===== src/rtl/mdu_pkg.sv =====
// Shared types and constants for the iterative multiply/divide unit.
package mdu_pkg;

  localparam int MDU_WIDTH      = 32;
  localparam int MDU_ITERATIONS = 32;
  localparam int MDU_CNT_W      = $clog2(MDU_ITERATIONS);

  typedef enum logic [2:0] {
    READ_HI            = 3'd0,
    READ_LO            = 3'd1,
    WRITE_HI           = 3'd2,
    WRITE_LO           = 3'd3,
    START_SIGNED_MUL   = 3'd4,
    START_UNSIGNED_MUL = 3'd5,
    START_SIGNED_DIV   = 3'd6,
    START_UNSIGNED_DIV = 3'd7
  } mdu_operation_t;

  typedef enum logic [1:0] {
    IDLE = 2'd0,
    RUN  = 2'd1,
    FIX  = 2'd2
  } mdu_state_t;

  // Two's-complement negate when neg is set; used for magnitudes and sign fix-up.
  function automatic logic [MDU_WIDTH-1:0] cond_neg(input logic [MDU_WIDTH-1:0] v,
                                                    input logic neg);
    return neg ? (~v + 1'b1) : v;
  endfunction

endpackage


===== src/rtl/iterative_mdu_if.sv =====
// Request/response bundle between the EX stage (master) and the MDU (slave).
interface iterative_mdu_if;
  import mdu_pkg::*;

  // Handshake: a state-changing request is taken on a rising edge with start=1
  // and busy=0; start while busy=1 is dropped. Reads are combinational and never
  // need start. busy is a registered output.
  logic [MDU_WIDTH-1:0] operand1;
  logic [MDU_WIDTH-1:0] operand2;
  mdu_operation_t       operation;
  logic                 start;
  logic                 busy;
  logic [MDU_WIDTH-1:0] dataRead;
  mdu_state_t           dbg_state;

  modport master (
    output operand1, operand2, operation, start,
    input  busy, dataRead, dbg_state
  );

  modport slave (
    input  operand1, operand2, operation, start,
    output busy, dataRead, dbg_state
  );
endinterface


===== src/rtl/mdu_step.sv =====
// One radix-2 iteration: shift-add multiply or restoring-divide step.
module mdu_step
  import mdu_pkg::*;
(
  input  logic [2*MDU_WIDTH-1:0] acc_i,
  input  logic [MDU_WIDTH-1:0]   operand_i,
  input  logic [MDU_WIDTH-1:0]   source_i,
  input  logic                   is_div_i,
  input  logic [MDU_CNT_W-1:0]   index_i,
  output logic [2*MDU_WIDTH-1:0] acc_o,
  output logic                   qbit_o
);

  logic                   src_bit;
  logic [2*MDU_WIDTH-1:0] addend;
  logic [MDU_WIDTH:0]     trial;
  logic [MDU_WIDTH:0]     diff;

  always_comb begin
    src_bit = source_i[index_i];
    addend  = {{MDU_WIDTH{1'b0}}, operand_i} << index_i;
    // Partial remainder is always below the divisor, so the shifted trial fits 33 bits.
    trial   = {acc_i[MDU_WIDTH-1:0], src_bit};
    diff    = trial - {1'b0, operand_i};
    acc_o   = acc_i;
    qbit_o  = 1'b0;
    if (is_div_i) begin
      if (trial >= {1'b0, operand_i}) begin
        acc_o  = {{(MDU_WIDTH-1){1'b0}}, diff};
        qbit_o = 1'b1;
      end else begin
        acc_o  = {{(MDU_WIDTH-1){1'b0}}, trial};
      end
    end else if (src_bit) begin
      acc_o = acc_i + addend;
    end
  end

endmodule


===== src/rtl/iterative_mdu.sv =====
// HI/LO owner with a 32-iteration multiply/divide engine; busy stalls the pipeline.
module iterative_mdu
  import mdu_pkg::*;
#(
  parameter int WIDTH = MDU_WIDTH
) (
  input  logic            clock,
  input  logic            reset,
  iterative_mdu_if.slave  mdu
);

  mdu_state_t             state_q, state_d;
  logic [MDU_CNT_W-1:0]   count_q, count_d;
  logic                   busy_q, busy_d;
  logic                   is_div_q, is_div_d;
  logic                   sign1_q, sign1_d;
  logic                   sign2_q, sign2_d;
  logic [WIDTH-1:0]       opa_q, opa_d;
  logic [WIDTH-1:0]       opb_q, opb_d;
  logic [2*WIDTH-1:0]     acc_q, acc_d;
  logic [WIDTH-1:0]       quot_q, quot_d;
  logic [WIDTH-1:0]       hi_q, hi_d;
  logic [WIDTH-1:0]       lo_q, lo_d;

  logic [2*WIDTH-1:0]     step_acc;
  logic                   step_qbit;
  logic [WIDTH-1:0]       step_operand;
  logic [WIDTH-1:0]       step_source;
  logic [MDU_CNT_W-1:0]   step_index;
  logic [2*WIDTH-1:0]     prod_fix;
  logic [WIDTH-1:0]       quot_fix;
  logic [WIDTH-1:0]       rem_fix;
  logic                   accept;
  logic                   is_signed_op;

  // Multiply consumes multiplier bits LSB-first; divide consumes dividend bits MSB-first.
  assign step_operand = is_div_q ? opb_q : opa_q;
  assign step_source  = is_div_q ? opa_q : opb_q;
  assign step_index   = is_div_q ? (MDU_CNT_W'(MDU_ITERATIONS - 1) - count_q) : count_q;

  mdu_step u_step (
    .acc_i     (acc_q),
    .operand_i (step_operand),
    .source_i  (step_source),
    .is_div_i  (is_div_q),
    .index_i   (step_index),
    .acc_o     (step_acc),
    .qbit_o    (step_qbit)
  );

  assign accept       = mdu.start && !busy_q;
  assign is_signed_op = (mdu.operation == START_SIGNED_MUL) ||
                        (mdu.operation == START_SIGNED_DIV);

  always_comb begin
    prod_fix = (sign1_q ^ sign2_q) ? (~acc_q + 1'b1) : acc_q;
    quot_fix = cond_neg(quot_q, sign1_q ^ sign2_q);
    rem_fix  = cond_neg(acc_q[WIDTH-1:0], sign1_q);
  end

  always_comb begin
    state_d  = state_q;
    count_d  = count_q;
    busy_d   = busy_q;
    is_div_d = is_div_q;
    sign1_d  = sign1_q;
    sign2_d  = sign2_q;
    opa_d    = opa_q;
    opb_d    = opb_q;
    acc_d    = acc_q;
    quot_d   = quot_q;
    hi_d     = hi_q;
    lo_d     = lo_q;
    case (state_q)
      IDLE: begin
        if (accept) begin
          case (mdu.operation)
            WRITE_HI: hi_d = mdu.operand1;
            WRITE_LO: lo_d = mdu.operand1;
            START_SIGNED_MUL, START_UNSIGNED_MUL,
            START_SIGNED_DIV, START_UNSIGNED_DIV: begin
              sign1_d  = is_signed_op && mdu.operand1[WIDTH-1];
              sign2_d  = is_signed_op && mdu.operand2[WIDTH-1];
              opa_d    = cond_neg(mdu.operand1, is_signed_op && mdu.operand1[WIDTH-1]);
              opb_d    = cond_neg(mdu.operand2, is_signed_op && mdu.operand2[WIDTH-1]);
              is_div_d = (mdu.operation == START_SIGNED_DIV) ||
                         (mdu.operation == START_UNSIGNED_DIV);
              acc_d    = '0;
              quot_d   = '0;
              count_d  = '0;
              busy_d   = 1'b1;
              state_d  = RUN;
            end
            default: ;
          endcase
        end
      end
      RUN: begin
        acc_d   = step_acc;
        quot_d  = {quot_q[WIDTH-2:0], step_qbit};
        count_d = count_q + 1'b1;
        if (count_q == MDU_CNT_W'(MDU_ITERATIONS - 1)) begin
          state_d = FIX;
        end
      end
      FIX: begin
        // Divide by zero and the most-negative/-1 case fall out of the plain loop.
        if (is_div_q) begin
          hi_d = rem_fix;
          lo_d = quot_fix;
        end else begin
          hi_d = prod_fix[2*WIDTH-1:WIDTH];
          lo_d = prod_fix[WIDTH-1:0];
        end
        busy_d  = 1'b0;
        state_d = IDLE;
      end
      default: begin
        busy_d  = 1'b0;
        state_d = IDLE;
      end
    endcase
  end

  always_ff @(posedge clock or posedge reset) begin
    if (reset) begin
      state_q  <= IDLE;
      count_q  <= '0;
      busy_q   <= 1'b0;
      is_div_q <= 1'b0;
      sign1_q  <= 1'b0;
      sign2_q  <= 1'b0;
      opa_q    <= '0;
      opb_q    <= '0;
      acc_q    <= '0;
      quot_q   <= '0;
      hi_q     <= '0;
      lo_q     <= '0;
    end else begin
      state_q  <= state_d;
      count_q  <= count_d;
      busy_q   <= busy_d;
      is_div_q <= is_div_d;
      sign1_q  <= sign1_d;
      sign2_q  <= sign2_d;
      opa_q    <= opa_d;
      opb_q    <= opb_d;
      acc_q    <= acc_d;
      quot_q   <= quot_d;
      hi_q     <= hi_d;
      lo_q     <= lo_d;
    end
  end

  always_comb begin
    case (mdu.operation)
      READ_HI: mdu.dataRead = hi_q;
      READ_LO: mdu.dataRead = lo_q;
      default: mdu.dataRead = '0;
    endcase
  end

  assign mdu.busy      = busy_q;
  assign mdu.dbg_state = state_q;

endmodule


===== src/flat_wrapper.sv =====
// flat-port wrapper written by rule: the top's interface ports become plain ports
module iterative_mdu_flat import mdu_pkg::*;
#(
  parameter int WIDTH = MDU_WIDTH
)
  (clock, reset, mdu_operand1, mdu_operand2, mdu_operation, mdu_start, mdu_busy, mdu_dataRead, mdu_dbg_state);
  iterative_mdu_if mdu_i ();
  input  logic clock;
  input  logic reset;
  input wire logic [$bits(mdu_i.operand1)-1:0] mdu_operand1;
  input wire logic [$bits(mdu_i.operand2)-1:0] mdu_operand2;
  input wire logic [$bits(mdu_i.operation)-1:0] mdu_operation;
  input wire logic [$bits(mdu_i.start)-1:0] mdu_start;
  output wire logic [$bits(mdu_i.busy)-1:0] mdu_busy;
  output wire logic [$bits(mdu_i.dataRead)-1:0] mdu_dataRead;
  output wire logic [$bits(mdu_i.dbg_state)-1:0] mdu_dbg_state;
  assign mdu_i.operand1 = mdu_operand1;
  assign mdu_i.operand2 = mdu_operand2;
  assign mdu_i.operation = mdu_operation;
  assign mdu_i.start = mdu_start;
  assign mdu_busy = mdu_i.busy;
  assign mdu_dataRead = mdu_i.dataRead;
  assign mdu_dbg_state = mdu_i.dbg_state;
  iterative_mdu #(.WIDTH(WIDTH)) u_core (.clock(clock), .reset(reset), .mdu(mdu_i));
endmodule

===== config.mk =====
export PLATFORM = sky130hd
export DESIGN_NAME = iterative_mdu_flat
export DESIGN_NICKNAME = d
export VERILOG_FILES = /design/src/rtl/mdu_pkg.sv /design/src/rtl/iterative_mdu_if.sv /design/src/rtl/mdu_step.sv /design/src/rtl/iterative_mdu.sv /design/src/flat_wrapper.sv
export SDC_FILE = /design/constraint.sdc
export NUM_CORES = 1
export LEC_CHECK = 0
export BUFFER_PORTS_ARGS = -buffer_cell sky130_fd_sc_hd__buf_2
export CAP_MARGIN = 20
export CORE_ASPECT_RATIO = 0.75
export CORE_MARGIN = 2
export CORE_UTILIZATION = 45
export DETAILED_ROUTE_END_ITERATION = 7
export SKIP_LAST_GASP = 1
export SYNTH_ARGS = -nofsm -noshare
export SYNTH_HDL_FRONTEND = slang
export SYNTH_SLANG_ARGS = --single-unit

===== constraint.sdc =====
create_clock -name clock -period 10 [get_ports clock]
set_clock_uncertainty 0.2 [all_clocks]
set_input_delay 2.5 -clock clock [delete_from_list [all_inputs] [get_ports clock]]
set_output_delay 2.5 -clock clock [all_outputs]
set_load 0.02 [all_outputs]

---- Yosys cells after proc, flatten, opt, wreduce, memory -nomap -nowiden ----
Cells that the tools add are included.
operators by class
  bitwise gates (word level) .............. 7
  multiplexer cells ....................... 40
  order comparisons ....................... 2
  equal/unequal tests ..................... 16
  reductions and logical operators ........ 18
  add/sub/neg operators ................... 9
  shift operators ......................... 1
operators with widths
  cell                   number
  $mux 32                14
  $mux 64                5
  $pmux 32 s2            4
  $add 32x1->32 const B  4
  $not 32->32            4
  $pmux 64 s2            1
  $add 64x1->64 const B  1
  $add 64x64->64         1
  $not 64->64            1
  $shl 32x5->64          1
  $ge 33x32->1           1
  $mux 33                1
  $sub 33x32->33         1
  $reduce_and 3->1       6
  $mux 5                 3
  $eq 3x3->1 const B     4
  $pmux 5 s2             1
  $eq 3x2->1 const B     2
  $lt 5x6->1 const B     1
  $mux 2                 3
  $ne 2x2->1 const B     3
  $add 5x1->5 const B    1
  $bmux 1 s5             1
  $eq 5x5->1 const B     1
  other kinds (19)       28
storage, ports and cells
  register bits after elaboration ......... 235
  logic and storage cells ................. 105

---- Depth between registers and ports, before layout ----
  depth after elaboration ................. 8
  depth in mapped cells ................... 26
  mapped depth without buffers ............ 22

---- By module ----
Synthesis repeated with hierarchy kept, for this count alone.
unflattened totals
  cell total of the unflattened synthesis .. 3,167
  area, all modules ....................... 24,324.6 sq um
modules (own cells, without submodules)
  module         cells each  instances  area each (sq um)  seq. area each (sq um)
  iterative_mdu  1,850       1          15,469.8           5,880.6
  mdu_step       1,317       1          8,854.7            0.0

---- Worst setup path before layout ----
Ideal clock, no wire load.
  path type ............................... input -> output
  start ................................... input port mdu_operation[1]
  end ..................................... output port mdu_dataRead[0]
  stages on the path ...................... 3
  data required time ...................... 7.300 ns
  arrival ................................. 3.458 ns
  path slack .............................. 3.842 ns
  cells stage by stage .................... nor3b_1 -> clkbuf_1 -> a22o_1
between the ends
  longest elaborated chain between the ends .. 2
  elaborated cells on any way between the ends .. 3
  those cells by class .................... eq/ne: 1; mux: 1; reduce/logical: 1
RTL lines
  element                                               RTL line              source
  start, declared                                       flat_wrapper.sv:12    input wire logic [$bits(mdu_i.operation)-1:0] mdu_operation;
  $eq 3x1->1 / $logic_not 3->1 (equally long branches)  iterative_mdu.sv:156  case (mdu.operation)
  $pmux 32 s2 (*)                                       iterative_mdu.sv:156
  end, declared                                         flat_wrapper.sv:15    output wire logic [$bits(mdu_i.dataRead)-1:0] mdu_dataRead;
Mark *: on every way between the ends. The rest lies on a longest branch, timed or not.

---- Worst setup path after layout ----
  start ................................... register u_core.is_div_q
  end ..................................... register u_core.acc_q[52]
between the ends
  longest elaborated chain between the ends .. 6
  elaborated cells on any way between the ends .. 12
  those cells by class .................... add/sub: 1; eq/ne: 1; shift: 1; mux: 8; reduce/logical: 1
RTL lines
  element                                   RTL line                                  source
  start, declared                           iterative_mdu.sv:15                       logic is_div_q, is_div_d;
  start signal, assigned                    iterative_mdu.sv:143                      is_div_q <= is_div_d;
  $mux 32 / $mux 5 (equally long branches)  iterative_mdu.sv:37, iterative_mdu.sv:39
  $shl 32x5->64                             mdu_step.sv:21                            addend = {{MDU_WIDTH{1'b0}}, operand_i} << index_i;
  $add 64x64->64                            mdu_step.sv:35                            acc_o = acc_i + addend;
  $mux 64                                   mdu_step.sv:34                            end else if (src_bit) begin
  $mux 64                                   mdu_step.sv:27                            if (is_div_i) begin
  $pmux 64 s2                               iterative_mdu.sv:74                       case (state_q)
  end signal, assigned                      iterative_mdu.sv:135                      acc_q <= '0;
  end signal, assigned                      iterative_mdu.sv:148                      acc_q <= acc_d;
  end, declared                             iterative_mdu.sv:20                       logic [2*WIDTH-1:0] acc_q, acc_d;
Several ways; a longest one is shown, not always the timed one. The select of a mux whose other input is x is not followed.
A chain may end at the register's enable or synchronous reset.

==> qor.csv <==
metric;value;unit
status;complete, no violations;
yosys-top-cells-area;dfrtp_1 26%, xnor2_1 6.6%, o21ai_0 6.4%;
ctsResizeCount;0;
antenna_found_initial;0;
multi_input_area;15550;um^2
synth_area;22270;um^2
overflow;0;
crit_fanout;50;
path_delay_family;compound AO/OA/AOI/OAI gates;
finalCoreUtilization;0.4943;
postCtsSetupRepairBufs;0;
hold_violations;0;
crit_slowest_cell;dfrtp_4;
postRouteAntennaNets;0;
cts_buffers;26;
grt_pass1_wl;132500;um
drt-pass1-iter-count;6;
cpPeakStageDelay;850;ps
cts-hold-fix-buffers;0;
synth_enable_flop_cells;0;
synth.distinct_cells;78;
worstRegToRegCells;19;
clockBufferDepth;3;
critPathCapture;u_core.acc_q[52];
critical_path_depth;19;
synth_top_area_share;0.2641;
route.vias.total;22770;
cts-root-buf;clkbuf_16;
critical_path_class;reg2reg;
maxCapViolations;0;
final_net_count;3003;
n_antenna_cell;0;
die-height;196.7;um
start_util;0.4565;
die_area;51300;um^2
viasPerCell;6.509;
holdCritPathClass;reg2reg;
ys_warn_count;0;
grt_util_all_layers;0.3409;
syn_to_final_growth;8.282;%
r2r_start;u_core.is_div_q;
required;10260;ps
row_count;70;
synthFlopType;dfrtp_1;
fillers;4740;
synth_nets;3035;
ys_async_sr_fraction;1.000;
rsz0062_at_grt;false;
layout_common_cells;312 x nand2_1, 294 x nor2_1, 284 x o21ai_0, 243 x a21oi_1, 234 x dfrtp_1;
r2r-end;u_core.acc_q[52];
h-tree-depth;1;
drc;0;
gp_congestion;1.044;
design_area;24110;um^2
slew_headroom;0.2655;
ios;105;
drive_gt1_frac;0.09754;
finalCritPeriodShare;0.7222;
placed_area;23200;um^2
final_common_cell;nand2_1;
crit_path_start_kind;flop;
clock-sinks;235;
fmax;138.5;MHz
seq_area_frac_synth;0.2641;
synth_largest_area_cell;dfrtp_1;
path_buf_inv;1;
setup_tns;0;ps
worstPathArrival;7480;ps
die_w;260.9;um
clk_latency;590;ps
synth_cells;2862;
period_minus_slack;7222;ps
ys_seq_elements;235;
core;48780;um^2
grt_pass1_vias;20720;
clkTransAtPathRegs;60;ps
drtIter0Drc;3019;
cts_tree;yes;
hpwl;69070;um
dp.cells;3449;
setup_violations;0;
worst_pin_slew;1100;ps
io_buffers;104;
grt_max_degree;127;
cp-startpoint;u_core.is_div_q;
crit_chain;buf_4 -> nor2b_1 -> or2_2 -> mux2i_1 -> o21ai_0 -> mux2i_1 -> nand2_1 -> o21ai_0 -> ha_1 -> nand4_1 -> o221a_2 -> o211ai_1 -> o211ai_1 -> o31ai_1 -> a21oi_1 -> o41ai_2 -> a21oi_1 -> xnor2_1 -> a22o_1;
routed_wirelength;89250;um
worstSetupEndpointType;flop;
syn_area_per_cell;7.781;um^2
r2r_slack;2780;ps
seq_area;5884;um^2
drv_slew;0;
wire_per_inst;25.51;um
final_cells;3498;
==> flip-flops by register name (all words and copies together) (netlist names), 2 cells and up <==
| name | cells |
|---|---|
| u_core.quot_q | 32 |
| u_core.lo_q | 32 |
| u_core.opa_q | 32 |
| u_core.mdu.dbg_state | 2 |
| u_core.acc_q | 64 |
| u_core.hi_q | 32 |
| u_core.opb_q | 32 |
| u_core.count_q | 5 |
==> how the worst min path moves through the flow <==
| stage | start | endpoint | cells past startpoint |
|---|---|---|---|
| after floorplan | u_core.hi_q[0] | u_core.hi_q[0] | 2 |
| after global placement | u_core.lo_q[11] | u_core.lo_q[11] | 2 |
| after detailed placement | u_core.hi_q[0] | u_core.hi_q[0] | 2 |
| after CTS | u_core.hi_q[0] | u_core.hi_q[0] | 2 |
| after global routing | u_core.lo_q[2] | u_core.lo_q[2] | 2 |
| final | u_core.lo_q[7] | u_core.lo_q[7] | 2 |
==> cell families (layout without fill, tap and decap cells) <==
| logic type | Yosys count | count (layout) | share of synthesized area |
|---|---|---|---|
| AO/OA/AOI/OAI | 986 | 986 | 0.2809 |
| AND/OR/NAND/NOR | 896 | 896 | 0.1823 |
| XOR/XNOR | 273 | 273 | 0.1074 |
| buffers and inverters | 243 | 231 | 0.04349 |
| flip-flops | 235 | 235 | 0.2641 |
| multiplexers | 126 | 126 | 0.06338 |
| adder cells (fa/ha/maj) | 103 | 103 | 0.05855 |
==> through the flow <==
step | setup slack (ps) | hold WS, ps
2_1_floorplan | 853.7 | 250.2
3_3_place_gp | 3078 | 262.4
3_5_place_dp | 2951 | 270.4
4_1_cts | 2914 | 284.6
5_1_grt | 2392 | 305.5
6_report | 2778 | 283.1
==> cell usage after synthesis, drive strengths merged, types with 12 or more instances <==
cell and number:
o31ai 48, mux2 40, inv 45, o211ai 16, buf 46, and2 19, a21oi 244, nor3 44
or4 12, nand2 314, nor4 22, o21ai 296, a211oi 52, a31oi 29, a22oi 36, mux2i 78
nor2b 23, dfrtp 235, clkbuf 151, xor2 105, or3 39, o21a 17, ha 101, o21bai 19
xnor2 168, nor2 295, a21o 60, nand3 49, o41ai 15, o22ai 16, and3 16, a22o 90
nand4 18, nand2b 23
==> tightest hold or removal path, cell delays in order (launching register included) <==
cell and delay [ps]:
dfrtp_1 340, nand2_1 50, o21ai_0 60
==> layer usage <==
metal	vias to the layer above	part of all wire	global-route usage
met5	-	0	0
met4	0	0.030	0.08868
met3	147	0.12	0.08861
met2	1298	0.39	0.4636
met1	11020	0.45	0.5243
li1	10300	-	-
==> area by class of cell <==
class	count	area share
repair buffers	137	0.03238
multi-input cells	2384	0.6449
flip-flops and latches	235	0.2440
clock inverters	17	0.009029
well taps	648	0.03362
clock buffers	31	0.02859
inverters	46	0.007472
Power is left out: the tool's default activity adds up to more than one toggle a clock period on the data nets, which glitch-free logic cannot reach.
